[src/rtl/wb_pkg.sv]
// Shared write-back types: result source select, load tag layout, default data width.
package wb_pkg;

  localparam int XLEN_DEF = 32;

  typedef enum logic [1:0] {
    WB_ALU  = 2'd0,
    WB_LUI  = 2'd1,
    WB_JUMP = 2'd2
  } wb_src_e;

  typedef struct packed {
    logic [4:0] rd;
    logic       lb;
    logic [1:0] byte_off;
  } ld_tag_t;

endpackage

[src/rtl/wb_tag_fifo.sv]
// In-order tag FIFO for outstanding loads; pop is same-cycle, push lands next cycle.
// Full blocks push (no bypass); every slot is exposed with a valid bit for hazard lookup.
module wb_tag_fifo
  import wb_pkg::*;
#(
  parameter int DEPTH = 4
) (
  input  logic                   clk,
  input  logic                   reset,
  input  logic                   i_push,
  input  ld_tag_t                i_tag,
  input  logic                   i_pop,
  output ld_tag_t                o_head,
  output logic                   o_full,
  output logic                   o_empty,
  output ld_tag_t [DEPTH-1:0]    o_entries,
  output logic    [DEPTH-1:0]    o_valid
);

  localparam int AW = (DEPTH > 1) ? $clog2(DEPTH) : 1;

  ld_tag_t [DEPTH-1:0] r_mem;
  logic    [DEPTH-1:0] r_vld;
  logic    [AW-1:0]    r_wptr;
  logic    [AW-1:0]    r_rptr;
  logic    [AW:0]      r_cnt;
  logic                w_push;
  logic                w_pop;

  assign o_full    = (r_cnt == (AW+1)'(DEPTH));
  assign o_empty   = (r_cnt == '0);
  assign w_push    = i_push && !o_full;
  assign w_pop     = i_pop && !o_empty;
  assign o_head    = r_mem[r_rptr];
  assign o_entries = r_mem;
  assign o_valid   = r_vld;

  // Push and pop never address the same slot: that needs count==0 (pop blocked) or full (push blocked).
  always_ff @(posedge clk or negedge reset) begin
    if (!reset) begin
      r_mem  <= '0;
      r_vld  <= '0;
      r_wptr <= '0;
      r_rptr <= '0;
      r_cnt  <= '0;
    end else begin
      if (w_push) begin
        r_mem[r_wptr] <= i_tag;
        r_vld[r_wptr] <= 1'b1;
        r_wptr        <= r_wptr + AW'(1);
      end
      if (w_pop) begin
        r_vld[r_rptr] <= 1'b0;
        r_rptr        <= r_rptr + AW'(1);
      end
      case ({w_push, w_pop})
        2'b10:   r_cnt <= r_cnt + (AW+1)'(1);
        2'b01:   r_cnt <= r_cnt - (AW+1)'(1);
        default: r_cnt <= r_cnt;
      endcase
    end
  end

endmodule

[src/rtl/wb_unit.sv]
// RV32I write-back: merges execute results and in-order load responses into one registered regfile write (1 cycle).
// Loads win, a colliding execute result waits in a 1-entry skid; ex_ready drops on skid full or WAW. Bypass: WB_FORWARD_EN.
module wb_unit
  import wb_pkg::*;
#(
  parameter int LD_DEPTH = 4,
  parameter int XLEN     = XLEN_DEF
) (
  input  logic            clk,
  input  logic            reset,
  input  logic            ex_valid,
  output logic            ex_ready,
  input  logic [1:0]      ex_src,
  input  logic [4:0]      ex_rd,
  input  logic [XLEN-1:0] ex_alu_data,
  input  logic [XLEN-1:0] imm_val_lui,
  input  logic [XLEN-1:0] return_address,
  input  logic            ld_valid,
  output logic            ld_ready,
  input  logic [4:0]      ld_rd,
  input  logic            ld_lb,
  input  logic [1:0]      ld_byte_off,
  input  logic            mem_rvalid,
  input  logic [XLEN-1:0] mem_rdata,
  input  logic [4:0]      read_reg_num1,
  input  logic [4:0]      read_reg_num2,
  output logic            hazard,
  output logic            wr_en,
  output logic [4:0]      write_reg_num,
  output logic [XLEN-1:0] write_data,
  output logic            resp_err,
  output logic            fwd1_valid,
  output logic [XLEN-1:0] fwd1_data,
  output logic            fwd2_valid,
  output logic [XLEN-1:0] fwd2_data
);

  ld_tag_t                w_tag_in;
  ld_tag_t                w_head;
  ld_tag_t [LD_DEPTH-1:0] w_ent;
  logic    [LD_DEPTH-1:0] w_ent_vld;
  logic                   w_full;
  logic                   w_empty;
  logic                   w_pop;
  logic                   w_ex_pend;
  logic                   w_hz;
  logic                   w_ex_acc;
  logic    [XLEN-1:0]     w_ex_data;
  logic    [XLEN-1:0]     w_ld_data;
  logic    [7:0]          w_ld_byte;

  logic                   r_wr_en;
  logic    [4:0]          r_wr_num;
  logic    [XLEN-1:0]     r_wr_data;
  logic                   r_skid_vld;
  logic    [4:0]          r_skid_rd;
  logic    [XLEN-1:0]     r_skid_data;
  logic                   r_resp_err;

  assign w_tag_in = '{rd: ld_rd, lb: ld_lb, byte_off: ld_byte_off};
  assign w_pop    = mem_rvalid && !w_empty;

  wb_tag_fifo #(.DEPTH(LD_DEPTH)) u_tag_fifo (
    .clk       (clk),
    .reset     (reset),
    .i_push    (ld_valid),
    .i_tag     (w_tag_in),
    .i_pop     (w_pop),
    .o_head    (w_head),
    .o_full    (w_full),
    .o_empty   (w_empty),
    .o_entries (w_ent),
    .o_valid   (w_ent_vld)
  );

  // The retiring head still counts as pending: its write only lands next cycle.
  always_comb begin
    w_ex_pend = 1'b0;
    w_hz      = 1'b0;
    for (int i = 0; i < LD_DEPTH; i++) begin
      if (w_ent_vld[i]) begin
        if (w_ent[i].rd == ex_rd) w_ex_pend = 1'b1;
        if (read_reg_num1 != 5'd0 && w_ent[i].rd == read_reg_num1) w_hz = 1'b1;
        if (read_reg_num2 != 5'd0 && w_ent[i].rd == read_reg_num2) w_hz = 1'b1;
      end
    end
  end

  assign hazard   = w_hz;
  assign ld_ready = !w_full;
  assign ex_ready = !r_skid_vld && !(ex_rd != 5'd0 && w_ex_pend);
  assign w_ex_acc = ex_valid && ex_ready;

  always_comb begin
    w_ex_data = ex_alu_data;
    case (wb_src_e'(ex_src))
      WB_LUI:  w_ex_data = imm_val_lui;
      WB_JUMP: w_ex_data = return_address;
      default: w_ex_data = ex_alu_data;
    endcase
  end

  assign w_ld_byte = mem_rdata[{w_head.byte_off, 3'b000} +: 8];
  assign w_ld_data = w_head.lb ? {{(XLEN-8){w_ld_byte[7]}}, w_ld_byte} : mem_rdata;

  always_ff @(posedge clk or negedge reset) begin
    if (!reset) begin
      r_wr_en     <= 1'b0;
      r_wr_num    <= '0;
      r_wr_data   <= '0;
      r_skid_vld  <= 1'b0;
      r_skid_rd   <= '0;
      r_skid_data <= '0;
      r_resp_err  <= 1'b0;
    end else begin
      r_wr_en <= 1'b0;
      if (mem_rvalid && w_empty) r_resp_err <= 1'b1;
      if (w_pop) begin
        r_wr_en   <= (w_head.rd != 5'd0);
        r_wr_num  <= w_head.rd;
        r_wr_data <= w_ld_data;
        if (w_ex_acc) begin
          r_skid_vld  <= 1'b1;
          r_skid_rd   <= ex_rd;
          r_skid_data <= w_ex_data;
        end
      end else if (r_skid_vld) begin
        r_wr_en    <= (r_skid_rd != 5'd0);
        r_wr_num   <= r_skid_rd;
        r_wr_data  <= r_skid_data;
        r_skid_vld <= 1'b0;
      end else if (w_ex_acc) begin
        r_wr_en   <= (ex_rd != 5'd0);
        r_wr_num  <= ex_rd;
        r_wr_data <= w_ex_data;
      end
    end
  end

  assign wr_en         = r_wr_en;
  assign write_reg_num = r_wr_num;
  assign write_data    = r_wr_data;
  assign resp_err      = r_resp_err;

`ifdef WB_FORWARD_EN
  assign fwd1_valid = r_wr_en && (r_wr_num == read_reg_num1) && (read_reg_num1 != 5'd0);
  assign fwd2_valid = r_wr_en && (r_wr_num == read_reg_num2) && (read_reg_num2 != 5'd0);
  assign fwd1_data  = r_wr_data;
  assign fwd2_data  = r_wr_data;
`else
  assign fwd1_valid = 1'b0;
  assign fwd2_valid = 1'b0;
  assign fwd1_data  = '0;
  assign fwd2_data  = '0;
`endif

endmodule
[config.mk]
export PLATFORM = sky130hd
export DESIGN_NAME = wb_unit
export DESIGN_NICKNAME = d
export VERILOG_FILES = /design/src/rtl/wb_pkg.sv /design/src/rtl/wb_tag_fifo.sv /design/src/rtl/wb_unit.sv
export SDC_FILE = /design/constraint.sdc
export NUM_CORES = 1
export LEC_CHECK = 0
export BUFFER_PORTS_ARGS = -buffer_cell sky130_fd_sc_hd__buf_2
export CAP_MARGIN = 20
export CELL_PAD_IN_SITES_DETAIL_PLACEMENT = 1
export CELL_PAD_IN_SITES_GLOBAL_PLACEMENT = 1
export CORE_MARGIN = 5
export CORE_UTILIZATION = 39
export CTS_CLUSTER_SIZE = 10
export DETAILED_ROUTE_END_ITERATION = 10
export PLACE_DENSITY = 0.9
export REMOVE_ABC_BUFFERS = 1
export SYNTH_ARGS = -nofsm -noshare
export SYNTH_HDL_FRONTEND = slang
export SYNTH_SLANG_ARGS = --single-unit
[constraint.sdc]
create_clock -name clk -period 3.2 [get_ports clk]
set_clock_uncertainty 0.1 [all_clocks]
set_input_delay 0.16 -clock clk [delete_from_list [all_inputs] [get_ports clk]]
set_output_delay 0.16 -clock clk [all_outputs]
set_load 0.01 [all_outputs]
# Yosys cells after proc, flatten, opt, wreduce, memory -nomap -nowiden
# Index checks and enable logic that the tools add are counted.
[word_totals]
wordCells = 128
mem_bits_rw = 0
memories = 0
output_inout_bits = 108
mem_bits_ro = 0
latch_bits = 0
reg_bits = 120
[op_classes]
order_cmp = 4
add_sub_neg = 4
bitwise_logic = 3
n_eq_ne = 18
n_reduce_logical = 30
div = 0
multipliers = 0
shifts = 1
muxes = 45
[ops]
columns = ["operator", "n"]
rows = [
  ["32-bit two-way mux", 4],
  ["32-bit one-hot mux with 2 select lines", 1],
  ["5-bit == test", 12],
  ["32-bit bitwise mux", 1],
  ["32-bit by 6-bit variable part select with 8-bit output", 1],
  ["1-bit two-way mux", 27],
  ["5-bit nonzero test", 5],
  ["1-bit logical AND", 17],
  ["8-bit binary-select mux with 2-bit select", 1],
  ["8-bit demux with 2-bit select", 1],
  ["8-bit two-way mux", 2],
  ["5-bit two-way mux", 3],
  ["4-bit two-way mux", 2],
  ["2-bit by 3-bit < comparator with 1-bit output (second input constant)", 2],
  ["3-bit one-hot mux with 2 select lines", 1],
  ["2-bit by 1-bit adder with 2-bit output (second input constant)", 2],
  ["4-bit bitwise AND", 1],
  ["1-bit demux with 2-bit select", 2],
  ["2-bit by 1-bit == test with 1-bit output (second input constant)", 2],
  ["2-bit == test (second input constant)", 2],
  ["2-bit by 1-bit >= comparator with 1-bit output (second input constant)", 2],
  ["1-bit zero test", 4],
  ["4-bit NOT", 1],
  ["4-bit OR", 1],
  ["8 further kinds", 8],
]

# Logic depth before layout (Yosys ltp)
[logic_depth]
ltp_word = 16
depth_mapped = 11
depth_no_buf = 10

# Modules after synthesis
# A second synthesis with hierarchy kept.
[unflattened]
cells_unflattened = 845
area_unflattened_um2 = 8090.3
[modules_own_cells]
columns = ["module", "area_each_um2", "cells_per_inst", "seq_area_each_um2", "n_inst"]
rows = [
  ["wb_unit", 6113.4, 717, 1926.8, 1],
  ["wb_tag_fifo", 1976.9, 128, 1076.0, 1],
]

# Least setup slack after synthesis
# Ideal clock, no wire load.
[synth_timing]
kind = "register to register"
start = "register u_tag_fifo.r_rptr[0]"
end = "register r_wr_data[10] (netlist: write_data[10])"
arrival_ns = 2.208
setup_ns = 0.126
stages_incl_launch_ff = 9
t_required_ns = 2.974
path_slack_ns = 0.766
cell_sequence = "dfrtp_1 -> buf_6 -> mux4_2 -> buf_6 -> mux2_4 -> a22oi_4 -> buf_6 -> a21oi_1 -> a221o_1"
[synth_between]
elab_chain_len = 5
[synth_rtl]
columns = ["item", "line_no", "source"]
rows = [
  ["start: declaration", "wb_tag_fifo.sv:25", "logic [AW-1:0] r_rptr;"],
  ["start signal: assignment", "wb_tag_fifo.sv:54", "r_rptr <= r_rptr + AW'(1);"],
  ["8-bit binary-select mux with 2-bit select *", "wb_tag_fifo.sv:34", "assign o_head = r_mem[r_rptr];"],
  ["8-bit two-way mux (implied by the code) *", "wb_tag_fifo.sv:34", ""],
  ["32-bit by 6-bit variable part select with 8-bit output", "wb_unit.sv:103", "assign w_ld_byte = mem_rdata[{w_head.byte_off, 3'b000} +: 8];"],
  ["32-bit two-way mux *", "wb_unit.sv:104", "assign w_ld_data = w_head.lb ? {{(XLEN-8){w_ld_byte[7]}}, w_ld_byte} : mem_rdata;"],
  ["32-bit two-way mux *", "wb_unit.sv:118", "if (w_pop) begin"],
  ["end signal: assignment", "wb_unit.sv:121", "r_wr_data <= w_ld_data;"],
  ["end signal: assignment", "wb_unit.sv:130", "r_wr_data <= r_skid_data;"],
  ["end signal: assignment", "wb_unit.sv:135", "r_wr_data <= w_ex_data;"],
  ["end: declaration", "wb_unit.sv:54", "logic [XLEN-1:0] r_wr_data;"],
]
# Every way passes the cells marked *; elsewhere a longest branch is shown, timed or not. The select of a mux whose other input is x is not followed.
# A chain may end at the register's enable or synchronous reset.

# Worst setup path in the final report
[layout_timing]
start = "register u_tag_fifo.r_rptr[1]"
end = "register r_wr_data[14] (netlist: write_data[14])"
# The elaborated chain is that of the path after synthesis.

==> metrics.log <==
INFO  metric p_per_area = 979.2 nW/um2
INFO  metric min_period_over_period = 93.72%
INFO  metric worst_setup_path_end_kind = register
INFO  metric number_of_sinks_handled_by_clock_tree_synthesis = 120
INFO  metric antenna_found_initial = 2
INFO  metric most-common-layout-cells = 198 x sky130_fd_sc_hd__buf_2, 120 x sky130_fd_sc_hd__dfrtp_1, 66 x sky130_fd_sc_hd__conb_1
INFO  metric synth_area_per_cell = 9.823 um2
INFO  metric gp_congestion = 0.8540
INFO  metric netlist_top_cells_area = sky130_fd_sc_hd__dfrtp_1 37%, sky130_fd_sc_hd__mux2_2 7.1%, sky130_fd_sc_hd__buf_4 6.7%
INFO  metric dp_hpwl = 21270 um
INFO  metric holdCritPathClass = input pin to register
INFO  metric ys_ff_latch = 120
INFO  metric worst_hold_startpoint = ex_valid
INFO  metric area_share_of_the_largest_cell_type_after_synthesis = 37.28%
INFO  metric syn_area = 8055 um2
INFO  metric grt_first_pass_wirelength = 45600 um
INFO  metric floorplan.initialDensity = 39.68%
INFO  metric path_class = register to register
INFO  metric timing.critical_path.from = u_tag_fifo.r_rptr[1]
INFO  metric synth_top_cell_by_area = sky130_fd_sc_hd__dfrtp_1
INFO  metric areaGrowthSynthToFinish = 21.71%
INFO  metric required = 3.46 ns
INFO  metric timing_max_transition_violations_final = 0
INFO  metric synth_sequential_area_ratio = 37.28%
INFO  metric gr-usage-all-layers = 24.46%
INFO  metric dp_worst_setup_slack = 0.4440 ns
INFO  metric coreArea = 20300 um2
INFO  metric rr_startpoint = u_tag_fifo.r_rptr[1]
INFO  metric detail_route.drc_violations = 0
INFO  metric ctsHoldBuffers = 22
INFO  metric final_std_cells_w_o_fill = 1294
INFO  metric postCtsSetupBuffers = 0
INFO  metric clock_path_buffers = 2
INFO  metric crit_path_max_fanout = 25
INFO  metric achievable-frequency = 333.4 MHz
INFO  metric antenna_cells = 0
INFO  metric placementRows = 52
INFO  metric static-leakage-power = 4.625 nW
INFO  metric setup_violations = 0
INFO  metric cts_resized = 0
INFO  metric power.ir.vdd_worst = 570.0 uV
INFO  metric fp.dieArea = 23630 um2
INFO  metric drv_cap = 0
INFO  metric insertion_delay = 0.43 ns
INFO  metric yosysWarnings = 0
INFO  metric boundaryPins = 266
INFO  metric timing_worst_slew_pin_value = 0.9306 ns
INFO  metric layout_setup_ws = 0.2008 ns
INFO  metric cts_tree = done
INFO  metric postSynth.topFlopCell = sky130_fd_sc_hd__dfrtp_1
INFO  metric most_frequent_standard_cell_in_the_layout_excluding_fill_and_tap_cells = sky130_fd_sc_hd__buf_2
INFO  metric multi_input_comb_area = 4383 um2
INFO  metric routed_via_density = 5.729
INFO  metric ctsRootBufferMaster = sky130_fd_sc_hd__clkbuf_16
INFO  metric syn_inst = 820
INFO  metric drive_above_1_share = 30.96%
INFO  metric postRouteAntennaNets = 0
INFO  metric place_inst = 1240
INFO  metric holdWs = 0.007356 ns
INFO  metric chipWidth = 153.7 um
INFO  metric status = complete, no violations
INFO  metric totalNegativeSetupSlack = 0 ns
INFO  metric timing.final.crit_period = 2.999 ns
INFO  metric detailroute.via_count = 7413
INFO  metric cts-buffers-inserted = 17
INFO  metric drtPass1Iterations = 5
INFO  metric synth.distinct_cells = 50
INFO  metric startpoint_type = register
INFO  metric via_count_of_the_first_global_routing_pass = 7949
INFO  metric path_clk_slew = 0.06 ns
INFO  metric routed_length_per_instance = 23.03 um
INFO  metric dieHeight = 153.7 um
INFO  metric nets = 1181
INFO  metric rsz0062_at_grt = false
INFO  metric seqCellArea = 3003 um2
INFO  metric final_util = 48.30%
INFO  metric hold_viol = 0
INFO  metric postRouteWirelength = 29800 um
INFO  metric grt_remaining_overflow = 0
INFO  metric max_slew_margin = 37.96%
INFO  metric htree_levels = 4
INFO  metric async_flop_share = 100.0%
INFO  metric layout.filler_cells = 2343
INFO  metric dr.first_iter.drc_count = 413
INFO  metric grt_max_degree = 48
INFO  metric synth-edff-count = 0
INFO  metric count_of_input_and_output_buffers = 199
INFO  metric cp_data_arrival_time = 3.26 ns
[cell usage after synthesis, types with 6 or more instances]
| master | number |
|---|---|
| sky130_fd_sc_hd__o311ai_0 | 6 |
| sky130_fd_sc_hd__dfrtp_1 | 120 |
| sky130_fd_sc_hd__a221o_1 | 32 |
| sky130_fd_sc_hd__o21ai_0 | 33 |
| sky130_fd_sc_hd__nor2b_1 | 6 |
| sky130_fd_sc_hd__buf_2 | 11 |
| sky130_fd_sc_hd__a22oi_1 | 26 |
| sky130_fd_sc_hd__or4_1 | 9 |
| sky130_fd_sc_hd__nand2_1 | 54 |
| sky130_fd_sc_hd__a21oi_1 | 54 |
| sky130_fd_sc_hd__inv_1 | 32 |
| sky130_fd_sc_hd__xnor2_1 | 31 |
| sky130_fd_sc_hd__nor2_1 | 27 |
| sky130_fd_sc_hd__ha_1 | 11 |
| sky130_fd_sc_hd__buf_4 | 72 |
| sky130_fd_sc_hd__a221oi_1 | 6 |
| sky130_fd_sc_hd__nand3_1 | 11 |
| sky130_fd_sc_hd__o31ai_1 | 6 |
| sky130_fd_sc_hd__mux2_2 | 51 |
| sky130_fd_sc_hd__nor4_1 | 18 |
| sky130_fd_sc_hd__xor2_1 | 34 |
| sky130_fd_sc_hd__o22ai_1 | 20 |
| sky130_fd_sc_hd__a32o_1 | 6 |
| sky130_fd_sc_hd__clkbuf_1 | 39 |
| sky130_fd_sc_hd__a22o_1 | 18 |
| sky130_fd_sc_hd__buf_1 | 9 |
| sky130_fd_sc_hd__mux2i_1 | 32 |
[report_power, final]
part | internal [mW] | switching [mW] | leakage (nW) | total (mW)
Clock | 1.09 | 0.818 | 0.270 | 1.91
Combinational | 2.09 | 2.61 | 2.90 | 4.70
Sequential | 2.29 | 0.708 | 1.45 | 3.00
[logic make-up (layout without fill, tap and decap cells)]
logic type      Yosys count  count (layout)  share of synthesized area, %
simple gates            144             144                         8.838
other cells               1              66                       0.04655
mux                      92              92                         13.53
fa+ha+maj                12              12                         1.957
xor+xnor                 65              65                         7.067
flops                   120             120                         37.28
buf+inv                 167             306                         11.68
compound gates          219             219                         19.60
[metrics by stage]
stage	total power, mW	cell area [um2]
floorplan	5.815	7478
global placement	7.270	9012
detailed placement	7.513	9012
CTS	9.561	9804
global route	10.09	9804
finish	9.601	9804
[routing by layer]
layer | track usage, % | vias to the layer above | share of wire (%)
met5 | 0 | - | 0.11
met4 | 10.43 | 4 | 4.0
met3 | 5.537 | 86 | 6.4
met2 | 43.07 | 345 | 51
met1 | 28.61 | 3723 | 38
li1 | - | 3255 | -
[worst max-delay path, stage by stage (launching register included)]
cell and delay [ns]:
sky130_fd_sc_hd__dfrtp_1 0.73, sky130_fd_sc_hd__mux2i_1 0.21, sky130_fd_sc_hd__mux2_2 0.31, sky130_fd_sc_hd__nor2_1 0.66
sky130_fd_sc_hd__a22oi_4 0.14, sky130_fd_sc_hd__buf_4 0.27, sky130_fd_sc_hd__a21oi_1 0.28, sky130_fd_sc_hd__a221o_1 0.21
[sequential cells by signal, summed over array words and instances (netlist names)]
signal,cells
r_skid_data,32
u_tag_fifo.o_entries,32
write_data,32
r_skid_rd,5
write_reg_num,5
u_tag_fifo.o_valid,4
u_tag_fifo.r_cnt,3
u_tag_fifo.r_rptr,2
u_tag_fifo.r_wptr,2
r_skid_vld,1
resp_err,1
wr_en,1
[final cells by class]
cell class,instances,area share (%)
flip-flops and latches,120,30.63
multi-input cells,598,44.70
clock inverters,14,1.455
repair buffers,242,14.17
well taps,270,3.446
inverters,32,1.225
clock buffers,18,4.377
[path summary, 6_finish.rpt]
check                      cells past startpoint  slack, ns                       to
hold / removal                                 3      0.007               r_skid_vld
setup / recovery                               7       0.20           write_data[14]
max in group asynchronous                      3       1.94            write_data[7]
hold reg to reg                                1       0.37                 resp_err
setup reg to reg                               7       0.20           write_data[14]
min in group asynchronous                      2       0.19  u_tag_fifo.o_entries[5]
Power figures use the tool's default switching activity.
